<file path="src/rtl/instruction_fetch.sv">
// Instruction fetch unit: single-outstanding memory request, one-entry output buffer,
// PC-relative / register redirects with drop of in-flight data.
module instruction_fetch #(
  parameter logic [63:0] RESET_PC = 64'h0
) (
  input  logic        clk,
  input  logic        reset,
  output logic        imem_req,
  output logic [63:0] imem_addr,
  input  logic        imem_ack,
  input  logic [31:0] imem_rdata,
  input  logic        stall,
  output logic [31:0] instruction,
  output logic [63:0] instr_pc,
  output logic        instr_valid,
  input  logic        BrTaken,
  input  logic        UncondBr,
  input  logic [63:0] br_pc,
  input  logic [31:0] br_instr,
  input  logic        BrReg,
  input  logic [63:0] reg_target
);

  typedef enum logic [1:0] {IDLE, FETCH, DROP} state_t;

  state_t      state, state_next;
  logic [63:0] pc, pc_next;
  logic [63:0] pending, pending_next;
  logic [63:0] br_target, target;
  logic        outstanding;
  logic        redirect, hold, ack;

  assign redirect  = BrTaken | BrReg;
  assign hold      = instr_valid & stall;
  assign imem_addr = pc;
  assign ack       = imem_req & imem_ack;

  always_comb begin
    if (UncondBr)
      br_target = br_pc + {{36{br_instr[25]}}, br_instr[25:0], 2'b00};
    else
      br_target = br_pc + {{43{br_instr[23]}}, br_instr[23:5], 2'b00};
    target = BrReg ? reg_target : br_target;
  end

  always_comb begin
    imem_req = 1'b0;
    case (state)
      IDLE:    imem_req = 1'b0;
      FETCH:   imem_req = outstanding | ~hold;
      DROP:    imem_req = 1'b1;
      default: imem_req = 1'b0;
    endcase
  end

  // An ack that lands while the buffer is full and stalled is dropped and the
  // same PC is re-requested later, so the stream never skips an instruction.
  always_comb begin
    state_next   = state;
    pc_next      = pc;
    pending_next = pending;
    case (state)
      IDLE: begin
        state_next = FETCH;
        if (redirect) pc_next = target;
      end
      FETCH: begin
        if (redirect) begin
          if (imem_req && !imem_ack) begin
            pending_next = target;
            state_next   = DROP;
          end else begin
            pc_next = target;
          end
        end else if (ack && !hold) begin
          pc_next = pc + 64'd4;
        end
      end
      DROP: begin
        if (ack) begin
          pc_next    = redirect ? target : pending;
          state_next = FETCH;
        end else if (redirect) begin
          pending_next = target;
        end
      end
      default: state_next = IDLE;
    endcase
  end

  always_ff @(posedge clk) begin
    if (reset) begin
      state       <= IDLE;
      pc          <= RESET_PC;
      pending     <= '0;
      outstanding <= 1'b0;
      instruction <= '0;
      instr_pc    <= '0;
      instr_valid <= 1'b0;
    end else begin
      state       <= state_next;
      pc          <= pc_next;
      pending     <= pending_next;
      outstanding <= imem_req & ~imem_ack;
      if (redirect) begin
        instr_valid <= 1'b0;
      end else if (state == FETCH && ack && !hold) begin
        instruction <= imem_rdata;
        instr_pc    <= pc;
        instr_valid <= 1'b1;
      end else if (!stall) begin
        instr_valid <= 1'b0;
      end
    end
  end

endmodule

</file>
<file path="config.mk">
export PLATFORM = sky130hd
export DESIGN_NAME = instruction_fetch
export DESIGN_NICKNAME = d
export VERILOG_FILES = /design/src/rtl/instruction_fetch.sv
export SDC_FILE = /design/constraint.sdc
export NUM_CORES = 1
export LEC_CHECK = 0
export BUFFER_PORTS_ARGS = -buffer_cell sky130_fd_sc_hd__buf_2
export CAP_MARGIN = 20
export CORE_MARGIN = 2
export CORE_UTILIZATION = 50
export CTS_CLUSTER_SIZE = 10
export DETAILED_ROUTE_END_ITERATION = 8
export HOLD_SLACK_MARGIN = 0.15
export PLACE_DENSITY = 0.75
export SETUP_SLACK_MARGIN = 0.2
export SLEW_MARGIN = 20
export SYNTH_ARGS = -nofsm -noshare
export SYNTH_HDL_FRONTEND = slang
export SYNTH_SLANG_ARGS = --single-unit
export TNS_END_PERCENT = 50
</file>
<file path="constraint.sdc">
create_clock -name clk -period 6.1 [get_ports clk]
set_clock_uncertainty 0.1 [all_clocks]
set_input_delay 0.305 -clock clk [delete_from_list [all_inputs] [get_ports clk]]
set_output_delay 0.305 -clock clk [all_outputs]
set_load 0.01 [all_outputs]
</file>
* Word-level counts from Yosys, hierarchy flattened
Index checks and enable logic that the tools add are counted.
** Cells by class
- Add/sub/neg operators :: 3
- Eq/ne operators :: 10
- Muxes and demuxes :: 20
- Bitwise logic cells :: 8
- Reductions and logical operators :: 14
** Operator list (number)
- $mux 64 :: 11
- $pmux 64 s3 :: 1
- $add 64x64->64 :: 2
- $pmux 64 s2 :: 1
- $add 64x3->64 const B :: 1
- $ne 2x2->1 const B :: 5
- $mux 2 :: 3
- $ne 3x3->1 const B :: 2
- $pmux 2 s3 :: 1
- $reduce_and 5->1 :: 1
- $logic_and 1x1->1 :: 4
- $reduce_and 4->1 :: 1
- $and 1x1->1 :: 3
- $not 1->1 :: 3
- $reduce_and 3->1 :: 1
- $reduce_bool 3->1 :: 1
- $eq 2x1->1 const B :: 1
- $eq 2x2->1 const B :: 1
- $logic_not 1->1 :: 2
- $logic_not 2->1 :: 1
- $mux 1 :: 2
- $ne 2x1->1 const B :: 1
- $or 1x1->1 :: 2
- $pmux 1 s2 :: 1
- 3 further kinds :: 3
** Word-level totals
- Register bits after elaboration :: 228
- Input port bits :: 199
- Output and inout port bits :: 162
- Logic and storage cells :: 62

* Logic depth before layout (Yosys ltp)
Gate-level depths: netlist of run 1.
- Word-level depth :: 9
- Mapped depth :: 16
- Gate-level depth less buffers :: 14

* Least setup slack after synthesis of run 1
OpenSTA, ideal clock, no wires.
- Kind :: in2reg
- From :: input port UncondBr
- To :: register pc[55], in the netlist imem_addr[55]
- Setup time :: 122 ps
- Data arrival time :: 4296 ps
- Required time :: 5878 ps
- Slack :: 1582 ps
- Stages :: 16
- Path buffers :: 2
- Cells stage by stage :: clkbuf_1 -> nand2b_1 -> a21boi_0 -> inv_1 -> ha_1 -> clkbuf_1 -> nand2_1 -> nor4_1 -> nand2_1 -> nor4_1 -> a21oi_1 -> o31ai_2 -> o211a_2 -> mux2_2 -> a221oi_1 -> nor2_1
** On the way
- Word-level cells in the longest chain between the ends :: 5
- Elaborated cells between the ends (all ways) :: 8
- Those cells by class :: mux (8)
** RTL lines
- start, declared :: RTL line 17 : input logic UncondBr,
- $mux 64 * :: RTL line 39 : if (UncondBr)
- $mux 64 * :: RTL line 43 : target = BrReg ? reg_target : br_target;
- $mux 64, on equally long branches :: RTL line 65, 69
- $mux 64, on equally long branches :: RTL line 80, 68
- $pmux 64 s3 * :: RTL line 62 : case (state)
- end signal, assigned :: RTL line 102 : pc <= pc_next;
- end, declared :: RTL line 27 : logic [63:0] pc, pc_next;
Every way passes the cells marked *; elsewhere a longest branch is shown, timed or not. The select of a mux whose other input is x is not followed.
A chain may end at the register's enable or synchronous reset.

* Worst setup path in the final report of run 1
- From :: input port UncondBr
- To :: register pending[63]
** On the way
- Word-level cells in the longest chain between the ends :: 5
- Elaborated cells between the ends (all ways) :: 7
- Those cells by class :: mux (7)
** RTL lines
- $mux 64 * :: RTL line 39
- $mux 64 * :: RTL line 43
- $mux 64, on equally long branches :: RTL line 83, 69
- $mux 64, on equally long branches :: RTL line 80, 68
- $pmux 64 s2 * :: RTL line 62
- end signal, assigned :: RTL line 103 : pending <= pending_next;
- end, declared :: RTL line 28 : logic [63:0] pending, pending_next;
Marked as above.

==> results of run 1 <==
registers in the layout, summed over array words and instances, names as in the netlist:
| name | flops |
|---|---|
| instr_pc | 64 |
| instr_valid | 1 |
| state | 2 |
| pending | 64 |
| imem_addr | 64 |
| outstanding | 1 |
| instruction | 32 |
placed cells by master, fill, tap and decap left out, types with 10 or more instances in the layout:
master / instances
sky130_fd_sc_hd__o31ai_1: 10
sky130_fd_sc_hd__a21oi_1: 256
sky130_fd_sc_hd__and2_1: 10
sky130_fd_sc_hd__o211ai_1: 16
sky130_fd_sc_hd__dlygate4sd3_1: 71
sky130_fd_sc_hd__a21o_1: 41
sky130_fd_sc_hd__nand2_1: 407
sky130_fd_sc_hd__xor2_1: 28
sky130_fd_sc_hd__and3_1: 26
sky130_fd_sc_hd__a311oi_1: 14
sky130_fd_sc_hd__mux2_2: 23
sky130_fd_sc_hd__o21a_1: 11
sky130_fd_sc_hd__a31oi_1: 21
sky130_fd_sc_hd__buf_4: 24
sky130_fd_sc_hd__buf_2: 352
sky130_fd_sc_hd__a221oi_1: 12
sky130_fd_sc_hd__nand2b_1: 10
sky130_fd_sc_hd__nand4_1: 30
sky130_fd_sc_hd__nor2_1: 181
sky130_fd_sc_hd__a211oi_1: 46
sky130_fd_sc_hd__dfxtp_1: 228
sky130_fd_sc_hd__a32oi_1: 13
sky130_fd_sc_hd__xnor2_1: 76
sky130_fd_sc_hd__nor3_1: 42
sky130_fd_sc_hd__o21ai_0: 166
sky130_fd_sc_hd__inv_1: 36
sky130_fd_sc_hd__mux2i_1: 27
sky130_fd_sc_hd__ha_1: 67
sky130_fd_sc_hd__nand3_1: 53
sky130_fd_sc_hd__o21bai_1: 16
sky130_fd_sc_hd__clkbuf_16: 27
worst min-delay path by stage:
stage | from | endpoint | slack (ns)
detailed placement | instr_pc[31]$_SDFFE_PP0P_ | instr_pc[31]$_SDFFE_PP0P_ | 0.34
finish | br_pc[1] | pending[1]$_SDFFE_PP0P_ | 0.15
global route | reg_target[24] | pending[24]$_SDFFE_PP0P_ | 0.21
global placement | instruction[20]$_SDFFE_PP0P_ | instruction[20]$_SDFFE_PP0P_ | 0.34
CTS | reg_target[7] | pending[7]$_SDFFE_PP0P_ | 0.15
floorplan | pending[28]$_SDFFE_PP0P_ | pending[28]$_SDFFE_PP0P_ | 0.33
final cells by class:
cell class                 instances  area (um2)  share of cell area (%)
clock buffer                      28         689                    3.58
inverter                          38         143                   0.740
multi-input combinational       1774       10700                    55.4
sequential                       228        4560                    23.7
tap                              402         503                    2.61
timing repair buffer             450        2700                    14.0
worst register-to-register path, delay by kind of cell (launching register included):
| kind | cells | cell delay, ns |
|---|---|---|
| AOI/OAI and AO/OA | 6 | 1.40 |
| buffers and inverters | 4 | 1.40 |
| DFF | 1 | 0.41 |
| adders and majority gates | 1 | 0.30 |
| and+or+nand+nor | 2 | 0.22 |
kinds of logic (layout without fill, tap and decap cells):
| kind of cell | after synthesis | count (layout) | share of synthesized area (%) |
|---|---|---|---|
| and+or+nand+nor | 833 | 833 | 23.6 |
| AOI/OAI and AO/OA | 719 | 719 | 28.6 |
| DFF | 228 | 228 | 28.6 |
| buffers and inverters | 201 | 516 | 4.79 |
| xor gates and xnor gates | 104 | 104 | 5.71 |
| adders and majority gates | 68 | 68 | 5.38 |
| muxes | 50 | 50 | 3.32 |
per-layer routing:
layer | track usage, % | vias up | wire [um]
met5 | 0 | - | 0
li1 | - | 8516 | -
met2 | 50.9 | 1110 | 24900
met3 | 5.77 | 142 | 6370
met4 | 12.4 | 0 | 2060
met1 | 47.6 | 8245 | 25400
through the flow:
| stage | power, mW | hold slack [ns] |
|---|---|---|
| finish | 4.68 | 0.153 |
| global route | 4.87 | 0.205 |
| CTS | 4.62 | 0.152 |
| detailed placement | 3.23 | 0.343 |
| global placement | 3.21 | 0.338 |
| floorplan | 2.71 | 0.333 |
report_power, final:
| group | switching, mW | internal [mW] |
|---|---|---|
| clock | 0.591 | 0.783 |
| sequential | 0.178 | 1.58 |
| combinational | 0.950 | 0.594 |
==> results.txt, run 1 <==
* Antenna violations before repair: 0
- Number of flops mapped to enable cells by yosys: 0
- The routed design has 58700 um of wire.
- After clock tree synthesis, the repair step resized 0 gates.
* Proportion of register bits with asynchronous set or reset after synthesis: 0%
- Final instance area: 0.0193 mm2
- Residual DRC count: 0
- Die boundary height: 183 um
- Worst setup SP type: input port
* Period utilization: 72.5%
- Worst Path Buf+Inv: 4
- Setup repair after global routing left no endpoint under its margin.
* Effective utilization at floorplan: 50.7%
* Slowest stage cell on the critical path: sky130_fd_sc_hd__a21boi_0
* Cell count of the worst reg-to-reg path: 13
- H-tree depth reported by CTS: 1
- VDD sags by at most 0.234 mV.
- Critical Path Stages: 17
- Synthesis produced a netlist whose cell count is 2203.
* Number of cells in the finished layout apart from fillers: 2920
* Warnings from Yosys: 0
- In this run the critical register-to-register path is captured at imem_addr[62]$_SDFFE_PP0P_.
- Vias in the first global route: 16400
* CP arrival: 4.75 ns
- The tree built by TritonCTS fans out to 228 sinks.
- After floorplanning, the core was sized to cover 0.0315 mm2.
- Sequential area share after synthesis: 28.6%
- Power density relative to cell area: 242 mW/mm2
- Clock-pin slew was measured on the worst setup and hold paths at 0.06 ns.
* Setup bufs post-CTS: 0
- Placement-stage cell area: 0.0179 mm2
* Achievable frequency: 226 MHz
* Mean instance size in the synthesized netlist: 7.25 um2
- The worst setup path is of the input port to register kind.
* Longest individual stage delay on the worst path: 0.59 ns
* Total number of vias: 18000
- Die area: 0.0334 mm2
* CTS hold repair buffers: 71
* Accumulated negative setup slack: 0 ns
* Worst setup EP type: register
* Top area cells in the synthesized netlist: sky130_fd_sc_hd__dfxtp_1 (29%), sky130_fd_sc_hd__nand2_1 (9.6%), sky130_fd_sc_hd__a21oi_1 (8.1%)
- CP top delay family: compound AO/OA/AOI/OAI gates
- In this run the count of I/O pins placed on the die edge is 361.
- The final number of hold-violating endpoints is 0.
- In this run the tightest slew margin relative to its limit is 28.8%.
- Count of fill cells added during filler insertion: 2886
- Num rows: 65
* MaxCap Viol Count: 0
- At the worst endpoint, the required time is 6.43 ns.
- Input and output buffers added on the ports amount to 354.
- Internal reg-to-reg setup slack: 2.17 ns
- Post-detailed-placement half-perimeter wirelength: 41700 um
- Post-route minimum period: 4.42 ns
* Largest net degree at the start of global routing: 99
- At the pin with the least slew margin, the transition time is 1.07 ns.
- In the final layout, the share of cells above drive strength 1 is 19.4%.
- Crit-path max FO: 36
* WL per Instance: 20.1 um
- Leakage power figure: 7.99 nW
- Via-per-instance ratio: 6.17
- GRT Residual Overflow: 0
* Number of instances in the placed design: 2820
- Cells along the critical path: buf_2 > nand2b_1 > a21boi_0 > inv_1 > buf_4 > ha_1 > nand2_1 > nor4_1 > nand2_1 > nor4_1 > a21oi_1 > o31ai_2 > buf_4 > o211a_2 > mux2i_1 > nand3_1 > a311oi_1
- Count of cell types in the netlist: 95
- In this run the worst setup path terminates at pending[63]$_SDFFE_PP0P_.
* Clk Latency, worst-skew pair: 0.53 ns
* Source of the critical timing path: UncondBr
* Count of final setup violators: 0
- Summed over all instances, the cell type with the most area after synthesis is sky130_fd_sc_hd__dfxtp_1.
- Routability Congestion: 0.911
* Total global-route track usage: 33.6%
- TritonCTS built the clock tree.
- Of the post-synthesis cell area, the dominant cell type holds 28.6%.
- Width of the die: 183 um
- Max-slew violation total from the final report: 0
- Beginning of the worst register-to-register path: state[1]$_SDFFE_PP0P_
- Measured on the finished design, the core utilization comes to 61.3%.
- Synthesis-stage register bit count: 228
- After the last flow step, the layout net total stands at 2785.
* TritonCTS buffer count: 26
- Most frequently used flop master after synthesis: sky130_fd_sc_hd__dfxtp_1
- Synthesis produced a netlist with a net count of 2470.
- The first global-routing pass estimated 90300 um of wire.
- The worst hold path belongs to the class input port to register.
- Among all cell types in the netlist, the one instantiated most often is sky130_fd_sc_hd__nand2_1.
- Timing analysis after detailed placement gives a worst setup slack of 1.21 ns.
- The area growth from synthesis to layout is 20.8%.
- The flow ran to the end, and the final reports show no timing, DRC or antenna violations.
* Post-route worst setup slack: 1.68 ns
- Antenna violation net count after detailed routing: 0
- The number of antenna diodes in the final layout is 0.
- DRC violation total after the first TritonRoute iteration: 1887
* Most instantiated cells after synthesis: sky130_fd_sc_hd__nand2_1 (407), sky130_fd_sc_hd__a21oi_1 (257), sky130_fd_sc_hd__dfxtp_1 (228), sky130_fd_sc_hd__nor2_1 (184), sky130_fd_sc_hd__o21ai_0 (166)
- Before antenna repair, the detailed router went through 6 iterations.
- Hold Path Cell Cnt: 3
- The clock passes through at most 3 buffers.
- The cell sitting at the root of the clock tree is a sky130_fd_sc_hd__clkbuf_16.
* Post-Synthesis Cell Area: 0.0160 mm2
(Power assumes the default switching activity.)
==> run 2, diff against run 1 <==
Clock period 6.1 ns to 4.1 ns, I/O delays scaled along.
==> results.txt, run 2 (synthesis results as in run 1) <==
- Run status: complete, no violations
- Setup repair after global routing left no endpoint under its margin.
- Placement-stage worst setup slack: 0.00359 ns
* Post-detailed-placement half-perimeter wirelength: 42500 um
- Data required time of the worst path: 4.42 ns
- For the pin with the worst max-slew slack, the measured transition is 0.762 ns.
- Achievable frequency: 274 MHz
- The routed layout has 18300 vias.
- Top Ports: 361
* Clock transition at the registers of the reported paths: 0.06 ns
- Number of nets in the final layout: 2862
* Routability Congestion: 0.945
* Wirelength, routed: 59200 um
- Num rows: 65
- Internal reg-to-reg setup slack: 0.45 ns
- Crit-path max FO: 15
- Antenna violations before repair: 1
- The floorplan step defined a die boundary enclosing 0.0334 mm2.
- For the final routed database, the setup TNS stands at 0 ns.
- Count of final setup violators: 0
* Antenna violation net count after detailed routing: 0
* TritonCTS buffer count: 26
* Floorplan Core Area: 0.0315 mm2
* Power density relative to cell area: 352 mW/mm2
- Max-cap violations in this run came to 0.
* Worst setup SP type: register
* DRC violation total after the first TritonRoute iteration: 2124
* Leakage power figure: 8.35 nW
- Using the TritonRoute via totals, the vias-per-cell ratio works out to 6.10.
- The initial utilization of the core area, before any placement, comes to 50.7%.
- Period utilization: 89.1%
* Hold Fails Final Rpt: 0
* First-pass iteration count of the detailed router: 7
* Clk Latency, worst-skew pair: 0.53 ns
- Once routing completed, OpenROAD measured the worst setup slack at 0.449 ns.
- Slew margin rel.: 49.2%
* CP arrival: 3.97 ns
* Area added between synthesis and finish: 25.2%
- In this run the worst hold path is classified as input port to register.
- The tree built by TritonCTS fans out to 228 sinks.
- Placement-stage cell area: 0.0183 mm2
- GRT Residual Overflow: 0
* Setup bufs post-CTS: 0
* Total global-route track usage: 34.0%
- The first global-routing pass estimated 91500 um of wire.
* I/O Buffers: 354
- The library cell used most frequently in the layout, excluding fill and tap cells, is sky130_fd_sc_hd__nand2_1.
* H-tree depth reported by CTS: 1
- Maximum resistive drop on vdd: 0.285 mV
- In the layout the commonest cells are sky130_fd_sc_hd__nand2_1 (407), sky130_fd_sc_hd__buf_2 (352), sky130_fd_sc_hd__a21oi_1 (256).
* Width of the die: 183 um
* Root buffer cell: sky130_fd_sc_hd__clkbuf_16
- Post-route minimum period: 3.65 ns
- Final instance area: 0.0200 mm2
- Largest net degree at the start of global routing: 152
- The via count of the first global-routing pass is 16700.
* Max-slew violation total from the final report: 0
* Residual DRC count: 0
* Count of fill cells added during filler insertion: 2782
- In the final layout, the share of cells above drive strength 1 is 20.7%.
- Die boundary height: 183 um
- STA classifies the critical path endpoint as a register.
- Classification of the worst setup path: register to register
- WL per Instance: 19.7 um
- Clock tree from TritonCTS: built
* Largest buffer count on any clock path: 3
- Core Util, Final: 63.5%
==> run 2: cell count changes in the layout (fill, tap and decap cells not counted), moves of 2 or more <==
cell and delta:
sky130_fd_sc_hd__buf_12 +4, sky130_fd_sc_hd__clkbuf_1 +2, sky130_fd_sc_hd__buf_4 +43, sky130_fd_sc_hd__dlygate4sd3_1 +30
==> run 2: path summary, 6_finish.rpt <==
| kind | start | endpoint | depth (start not counted) |
|---|---|---|---|
| setup reg to reg | state[1]$_SDFFE_PP0P_ | imem_addr[16]$_SDFFE_PP0P_ | 9 |
| setup / recovery | state[1]$_SDFFE_PP0P_ | imem_addr[16]$_SDFFE_PP0P_ | 9 |
| hold / removal | br_pc[2] | pending[2]$_SDFFE_PP0P_ | 4 |
| hold reg to reg | instruction[26]$_SDFFE_PP0P_ | instruction[26]$_SDFFE_PP0P_ | 2 |
==> run 2: metrics by stage <==
step	hold WS, ns	std cells	total power, mW
floorplan	0.241	2203	4.03
global placement	0.338	2868	4.86
detailed placement	0.343	2868	4.90
CTS	0.161	2998	6.98
global route	0.216	2999	7.35
finish	0.177	2999	7.05
==> run 2: final cells by class <==
type,count,area [um2],share of cell area [%]
inverter,38,145,0.726
antenna,1,2.50,0.0125
sequential,228,4560,22.8
tap,402,503,2.52
clock buffer,29,683,3.42
timing repair buffer,527,3410,17.0
multi-input combinational,1774,10700,53.5
==> run 2: power breakdown <==
part | internal, mW | total (mW) | switching (mW)
clock network | 1.15 | 2.02 | 0.863
registers | 2.35 | 2.60 | 0.254
logic | 0.974 | 2.43 | 1.45
total | 4.48 | 7.05 | 2.57
==> run 2: layer usage <==
layer | wire [um] | track usage, % | up-vias
met5 | 0 | 0 | -
met4 | 2080 | 12.5 | 0
met3 | 6580 | 5.77 | 166
met2 | 25000 | 51.5 | 1135
met1 | 25500 | 48.3 | 8330
li1 | - | - | 8676
==> run 2: worst max-delay path, cell delays in order, from the launching register on <==
cell                       delay (ns)
sky130_fd_sc_hd__dfxtp_1         0.43
sky130_fd_sc_hd__inv_1           0.10
sky130_fd_sc_hd__ha_1            0.43
sky130_fd_sc_hd__a21oi_1         0.40
sky130_fd_sc_hd__o32a_1          0.25
sky130_fd_sc_hd__o21a_1          0.62
sky130_fd_sc_hd__nand2b_1        0.47
sky130_fd_sc_hd__a21oi_1         0.29
sky130_fd_sc_hd__nand2_1         0.16
sky130_fd_sc_hd__o21ai_0         0.29
==> run 2: timing repair <==
item	CTS	global route
hold buffers	101	0
resized for setup	0	0
hold endpoints to repair	141	0
==> run 3, diff against run 2 <==
Settings changed: PLACE_DENSITY 0.75 to 0.81.
==> results.txt, run 3 (synthesis results as in run 1) <==
- The run finished with clean final reports.
- Top Ports: 361
* Num rows: 65
- The smallest clock period supported by the final layout is computed as 3.67 ns.
- Max-slew violation total from the final report: 0
- Setup bufs post-CTS: 0
- Adding up every negative setup slack in the final design gives 0 ns.
* Routability Congestion: 0.967
* End of the worst register-to-register path: imem_addr[61]$_SDFFE_PP0P_
- Largest net degree at the start of global routing: 97
* Width of the die: 183 um
- Vias in the first global route: 17100
- Global routing finished with a remaining overflow of 0.
* Data required time of the worst path: 4.42 ns
- Placement-stage cell area: 0.0185 mm2
* Achievable frequency: 272 MHz
- The count of nets left with antenna violations once routing finished came out at 0.
* Leading cell types in the layout, fill and taps excluded: sky130_fd_sc_hd__nand2_1 (407), sky130_fd_sc_hd__buf_2 (352), sky130_fd_sc_hd__a21oi_1 (256)
* Residual DRC count: 0
* Maximum resistive drop on vdd: 0.287 mV
- MaxCap Viol Count: 0
- H-tree depth reported by CTS: 1
* Period utilization: 89.6%
- Core Util, Final: 64.2%
- Internal reg-to-reg setup slack: 0.62 ns
* Count of final setup violators: 0
- End point of the worst hold path: pending[2]$_SDFFE_PP0P_
* Antenna violations before repair: 1
* Slew at the pin closest to its max-slew limit: 1.05 ns
- Leakage power figure: 8.50 nW
- The final layout contains 2893 nets.
* Die area: 0.0334 mm2
- Dividing the detail-routed wire length by the instance count gives 20.0 um.
- Die boundary height: 183 um
- For the worst-skew pair, the clock arrives at the later sink with an insertion delay of 0.53 ns.
- The cell sitting at the root of the clock tree is a sky130_fd_sc_hd__clkbuf_16.
- Detailed placement ended at an HPWL of 43500 um.
- The routed design has 60600 um of wire.
- The completed layout was analyzed and its total power is 7.11 mW.
- Fraction of final layout cells with drive strength greater than 1: 21.6%
* Via-per-instance ratio: 6.17
- First-pass iteration count of the detailed router: 6
- Effective utilization at floorplan: 50.7%
* Final worst hold slack: 0.200 ns
- For this block, the via count after detailed routing is 18700.
* Number of clock sinks: 228
* Floorplan Core Area: 0.0315 mm2
- Worst setup SP type: input port
- Total global-route track usage: 34.5%
* DRC violation total after the first TritonRoute iteration: 2374
- Global-route wire length before repair: 93200 um
- CP arrival: 4.00 ns
* Clock tree from TritonCTS: built
- The number of cells on the worst reg-to-reg path is 9.
* Beginning of the worst register-to-register path: imem_addr[34]$_SDFFE_PP0P_
- Most common library cell in the layout ignoring fill and taps: sky130_fd_sc_hd__nand2_1
- Unrepaired setup endpoints after global routing: no
- Hold Path Cell Cnt: 4
* Hold Fails Final Rpt: 0
* TritonCTS buffer count: 26
- I/O Buffers: 354
- The area growth from synthesis to layout is 26.7%.
* Slew margin rel.: 29.7%
- The finished cells cover 0.0202 mm2.
* Launch point of the worst hold path: br_pc[2]
- Classification of the worst setup path: input port to register
* Crit-path max FO: 16
- Clock transition at the registers of the reported paths: 0.05 ns
* Count of fill cells added during filler insertion: 2744
- Worst setup EP type: register
* Power density relative to cell area: 352 mW/mm2
- Hold crit path type: input port to register
- The clock passes through at most 3 buffers.
==> run 3: cell type report <==
| cell class | count | area, um2 | area share, % |
|---|---|---|---|
| inverter | 38 | 145 | 0.718 |
| tap | 402 | 503 | 2.49 |
| multi-input combinational | 1774 | 10700 | 52.9 |
| clock buffer | 29 | 683 | 3.38 |
| sequential | 228 | 4560 | 22.6 |
| timing repair buffer | 558 | 3630 | 18.0 |
| antenna | 1 | 2.50 | 0.0124 |
==> run 3: where the power goes <==
part	switching [mW]	leakage, nW	internal, mW
combinational	1.47	6.31	1.01
sequential	0.254	1.85	2.35
clock	0.872	0.335	1.15
==> run 3: metrics by stage <==
step	instances	setup slack, ns
floorplan	2203	0.176
global placement	2897	0.101
detailed placement	2897	-0.0498
CTS	3029	0.493
global route	3030	0.212
finish	3030	0.427
==> run 3: critical path, cell delays in order <==
cell	delay, ns
sky130_fd_sc_hd__buf_2	0.32
sky130_fd_sc_hd__buf_4	0.20
sky130_fd_sc_hd__mux2_2	0.33
sky130_fd_sc_hd__ha_1	0.42
sky130_fd_sc_hd__and2_1	0.23
sky130_fd_sc_hd__o2111ai_1	0.20
sky130_fd_sc_hd__and2_4	0.20
sky130_fd_sc_hd__or3_4	0.42
sky130_fd_sc_hd__a2111oi_4	0.47
sky130_fd_sc_hd__o21ai_2	0.16
sky130_fd_sc_hd__buf_4	0.17
sky130_fd_sc_hd__xnor2_1	0.18
sky130_fd_sc_hd__buf_4	0.17
sky130_fd_sc_hd__nand2_1	0.06
sky130_fd_sc_hd__a211oi_1	0.25
==> run 3: worst max path at each step <==
stage | cells past startpoint | startpoint | slack, ns | endpoint
5_1_grt | 17 | UncondBr | 0.21 | pending[44]$_SDFFE_PP0P_
3_3_place_gp | 15 | UncondBr | 0.10 | pending[56]$_SDFFE_PP0P_
6_report | 15 | UncondBr | 0.43 | pending[49]$_SDFFE_PP0P_
3_5_place_dp | 15 | UncondBr | -0.05 | pending[49]$_SDFFE_PP0P_
4_1_cts | 17 | UncondBr | 0.49 | pending[56]$_SDFFE_PP0P_
2_1_floorplan | 16 | UncondBr | 0.18 | imem_addr[55]$_SDFFE_PP0P_
==> run 3: routing by layer <==
| layer | GRT usage, % | part of all wire (%) | wire length (um) |
|---|---|---|---|
| met1 | 47.6 | 42 | 25200 |
| met2 | 53.8 | 43 | 26300 |
| met3 | 5.69 | 11 | 6660 |
| met4 | 14.0 | 4.0 | 2450 |
| met5 | 0 | 0 | 0 |
==> run 3: what timing repair did <==
| action | CTS | global route |
|---|---|---|
| endpoints found under the hold margin | 141 | 0 |
| setup endpoints to repair | 0 | 1 |
| hold buffers | 103 | 0 |
| resized for setup | 0 | 1 |
